===== src/rtl/key_sweep_controller.sv =====
// rtl/key_sweep_controller.sv - key/pattern sweep sequencer for a locked-circuit miter
module key_sweep_controller #(
    parameter int NUM_INPUTS = 5,
    parameter int KEY_WIDTH  = 2
) (
    input  logic                  C,
    input  logic                  R,
    input  logic                  start,
    input  logic                  abort,
    input  logic                  match_in,
    output logic [NUM_INPUTS-1:0] pattern_out,
    output logic [KEY_WIDTH-1:0]  key_out,
    output logic                  busy,
    output logic                  done,
    output logic                  found,
    output logic [KEY_WIDTH:0]    keys_tried
);

    localparam logic [1:0] ST_IDLE  = 2'd0;
    localparam logic [1:0] ST_SWEEP = 2'd1;
    localparam logic [1:0] ST_DONE  = 2'd2;

    localparam logic [NUM_INPUTS-1:0] PAT_MAX = '1;
    localparam logic [NUM_INPUTS-1:0] PAT_ONE = NUM_INPUTS'(1);
    localparam logic [KEY_WIDTH-1:0]  KEY_MAX = '1;
    localparam logic [KEY_WIDTH-1:0]  KEY_ONE = KEY_WIDTH'(1);
    localparam logic [KEY_WIDTH:0]    KT_ONE  = (KEY_WIDTH + 1)'(1);

    logic [1:0]            state_q, state_d;
    logic [NUM_INPUTS-1:0] pattern_q, pattern_d;
    logic [KEY_WIDTH-1:0]  key_q, key_d;
    logic                  found_q, found_d;
    logic [KEY_WIDTH:0]    keys_tried_q, keys_tried_d;
    logic                  busy_q, done_q;

    // Next-state: one (key, pattern) pair judged per SWEEP cycle; abort wins over match.
    always_comb begin
        state_d      = state_q;
        pattern_d    = pattern_q;
        key_d        = key_q;
        found_d      = found_q;
        keys_tried_d = keys_tried_q;
        case (state_q)
            ST_IDLE: begin
                if (start) begin
                    state_d      = ST_SWEEP;
                    pattern_d    = '0;
                    key_d        = '0;
                    found_d      = 1'b0;
                    keys_tried_d = KT_ONE;
                end
            end
            ST_SWEEP: begin
                if (abort) begin
                    state_d = ST_IDLE;
                    found_d = 1'b0;
                end else if (match_in) begin
                    if (pattern_q != PAT_MAX) begin
                        pattern_d = pattern_q + PAT_ONE;
                    end else begin
                        found_d = 1'b1;
                        state_d = ST_DONE;
                    end
                end else if (key_q != KEY_MAX) begin
                    key_d        = key_q + KEY_ONE;
                    pattern_d    = '0;
                    keys_tried_d = keys_tried_q + KT_ONE;
                end else begin
                    found_d = 1'b0;
                    state_d = ST_DONE;
                end
            end
            ST_DONE: begin
                state_d = ST_IDLE;
            end
            default: begin
                state_d = ST_IDLE;
            end
        endcase
    end

    // State and output registers; busy/done are registered decodes of the next state.
    always_ff @(posedge C or posedge R) begin
        if (R) begin
            state_q      <= ST_IDLE;
            pattern_q    <= '0;
            key_q        <= '0;
            found_q      <= 1'b0;
            keys_tried_q <= '0;
            busy_q       <= 1'b0;
            done_q       <= 1'b0;
        end else begin
            state_q      <= state_d;
            pattern_q    <= pattern_d;
            key_q        <= key_d;
            found_q      <= found_d;
            keys_tried_q <= keys_tried_d;
            busy_q       <= (state_d == ST_SWEEP);
            done_q       <= (state_d == ST_DONE);
        end
    end

    assign pattern_out = pattern_q;
    assign key_out     = key_q;
    assign found       = found_q;
    assign keys_tried  = keys_tried_q;
    assign busy        = busy_q;
    assign done        = done_q;

endmodule

===== config.mk =====
export PLATFORM = sky130hd
export DESIGN_NAME = key_sweep_controller
export DESIGN_NICKNAME = d
export VERILOG_FILES = /design/src/rtl/key_sweep_controller.sv
export SDC_FILE = /design/constraint.sdc
export NUM_CORES = 1
export LEC_CHECK = 0
export ABC_AREA = 1
export BUFFER_PORTS_ARGS = -buffer_cell sky130_fd_sc_hd__buf_4
export CAP_MARGIN = 0
export CORE_MARGIN = 4
export CORE_UTILIZATION = 47
export DETAILED_ROUTE_END_ITERATION = 16
export PLACE_DENSITY_LB_ADDON = 0.25
export SKIP_LAST_GASP = 1
export SYNTH_ARGS = -nofsm -noshare
export SYNTH_HDL_FRONTEND = slang
export SYNTH_SLANG_ARGS = --single-unit

===== constraint.sdc =====
create_clock -name C -period 3.8 [get_ports C]
set_input_delay 0.19 -clock C [delete_from_list [all_inputs] [get_ports C]]
set_output_delay 0.19 -clock C [all_outputs]
set_load 0.005 [all_outputs]

==> results.cfg <==
[run_status]
outcome = finished, final reports clean

[power_and_ir_drop]
swShare = 0.323
p_comb_frac = 0.270
powerDensity_mw_per_mm2 = 393
peakVddDrop_mv = 0.279
intPower_uw = 268
seqPwrFrac = 0.500
clkPwrFrac = 0.230
p_switching_uw = 128
leakagePower_nw = 0.594

[clocking]
clk_pin_slew_ps = 80
cts_max_level = 1
ctsHoldBuffers = 1
cts_buffers = 3
cts_sinks = 15
cts_max_path_buffers = 2
clock_latency_ps = 280
tritoncts = built
cts_resized = 0
clock-root-buffer = clkbuf_4
cts_setup_buffers = 0

[sta]
slew_viol_final = 0
setup_tns_ps = 0
min_period_ps = 1620
finalCritPeriodShare = 0.425
slew_headroom = 0.624
fmax_mhz = 619
hold_violations = 0
setup_viol = 0
rsz0062_at_grt = no
postLayoutSetupSlackWorst_ps = 2180
tightest_slew_ps = 564
fin_skew_ps = 5.48

[place]
place_area_um2 = 970
dp_slack_ps = 2190
place_inst = 135
hpwl_um = 1200
io_buffer_count = 17
gp_congestion = 0.828

[drt]
wl_um = 1570
viasPerCell = 5.14
wl_per_cell_um = 11.2
drc_errors = 0
drtPass1Iterations = 4
vias = 719
drtIter0Drc = 11
ant_nets = 0

[final_layout]
final_area_mm2 = 0.00101
diodes = 0
n_fill_cell = 156
fin_util = 0.638
fin_cells = 140
multi_input_area_um2 = 398
seq_area_um2 = 375
syn2layout_area_growth_pct = 22.4
drive_gt1_frac = 0.250
fin_nets = 134

[critical_path]
critPathLaunchType = flop
r2r-start = pattern_out[0]
critPathArrivalTime_ps = 1790
cp-end-kind = flop
crit_end = pattern_out[0]
cp.required_ps = 3980
cpMostUsedCell = nand2_1
ff2ff_setup_slack_ps = 2180
rr_endpoint = pattern_out[0]
r2r_cells = 11
critPathKind = reg -> reg
worstPathMaxFanout = 9
cpPeakStageDelay_ps = 440
critPathSlowestCell = dfrtp_1
critPathLaunch = pattern_out[0]
crit_path_cell_trace = ha_1, nand2_1, nor2_1, ha_1, inv_1, nand2_1, nand2_1, nand2_4, nand2_2, nand2_1, nand2_1

[floorplanning]
die_area_mm2 = 0.00248
io-pin-count = 18
rows = 14
die_x_um = 49.8
coreArea_mm2 = 0.00158
dieHeight_um = 49.8
initial_core_util = 0.521

[job]
cap_violations = 0

[synth]
syn-num-nets = 111
synthDistinctLibCells = 18
synthDominantCellAreaShare = 0.457
yosysSeqAreaShare = 0.457
synth_area_leaders = dfrtp_1, nand2_1, nand3_1
syn_area_um2 = 822
synthCells = 102
synth_seq_cells = 15
synth_area_per_cell_um2 = 8.06
yosysTopAreaCell = dfrtp_1
yosysWarnings = 0

[global_routing]
groute.usage.overall = 0.142
overflow = 0
grt_start_max_net_pins = 16
grt_pass1_vias = 622
antenna_found_initial = 0
grt_first_pass_wirelength_um = 2680

[min_path]
hp-class = in -> reg
worst_hold_startpoint = abort
-- worst min-delay path by stage --
stage / end / slack (ps) / depth (start not counted)
after global routing: keys_tried[1] / 230 / 4
after global placement: key_out[1] / 290 / 2
after floorplan: busy / 90 / 1
final: keys_tried[1] / 230 / 4
after CTS: keys_tried[1] / 230 / 4
after detailed placement: key_out[1] / 290 / 2
-- registers in the layout (all words and copies together) (netlist names) --
name / flops
pattern_out: 5
keys_tried: 3
key_out: 2
state_q: 2
busy: 1
done: 1
found: 1
-- final cells by class --
cell class | count | area share
multi-input combinational | 74 | 0.396
sequential | 15 | 0.373
timing repair buffer | 18 | 0.137
inverter | 13 | 0.0485
clock buffer | 4 | 0.0261
tap | 16 | 0.0199
-- cells by family after synthesis --
group                    synth area share
adder cells (fa/ha/maj)            0.0609
flip-flops                          0.457
AO/OA/AOI/OAI                      0.0122
buffers and inverters              0.0594
AND/OR/NAND/NOR                     0.411
-- power groups by stage --
stage          sequential (mW)  combinational [mW]  clock, mW
2_1_floorplan            0.200              0.0623          0
3_3_place_gp             0.200               0.106          0
3_5_place_dp             0.201               0.108          0
4_1_cts                  0.198               0.109     0.0928
5_1_grt                  0.201               0.119      0.103
6_report                 0.198               0.107     0.0908
-- routing by layer --
layer / vias up / routed length (µm) / track usage / part of all wire
li1: 372 / - / - / -
met5: - / 0 / 0 / 0
met1: 320 / 733 / 0.185 / 0.47
met3: 4 / 97 / 0.0392 / 0.062
met2: 23 / 716 / 0.214 / 0.46
met4: 0 / 23 / 0.0691 / 0.015
-- critical path, delay by kind of cell (launching register included) --
family                   cells  cell delay, ps
AND/OR/NAND/NOR              8             680
flip-flops                   1             440
adder cells (fa/ha/maj)      2             350
buffers and inverters        1              40
-- cell usage after synthesis, drive strengths merged --
cell type,number
nand2,40
dfrtp,15
nand3,15
inv,13
nor2,10
ha,4
a21oi,1
nand3b,1
nand4,1
nor3,1
o21ai,1
-- metrics by stage --
| stage | power [mW] | hold WS, ps |
|---|---|---|
| after floorplan | 0.263 | 91.5 |
| after global placement | 0.306 | 285 |
| after detailed placement | 0.309 | 286 |
| after CTS | 0.399 | 228 |
| after global routing | 0.423 | 234 |
| final | 0.395 | 230 |
-- cell usage in the layout (no fill, tap or decap), types with 2 or more instances in the layout --
cell type,n
buf_4,17
inv_1,11
nand2_1,36
nand3_2,2
inv_2,2
nor2_1,7
ha_1,4
nand2_2,2
dfrtp_1,15
nand2_4,2
nand3_1,13
clkbuf_4,3
(Power assumes the default switching activity.)
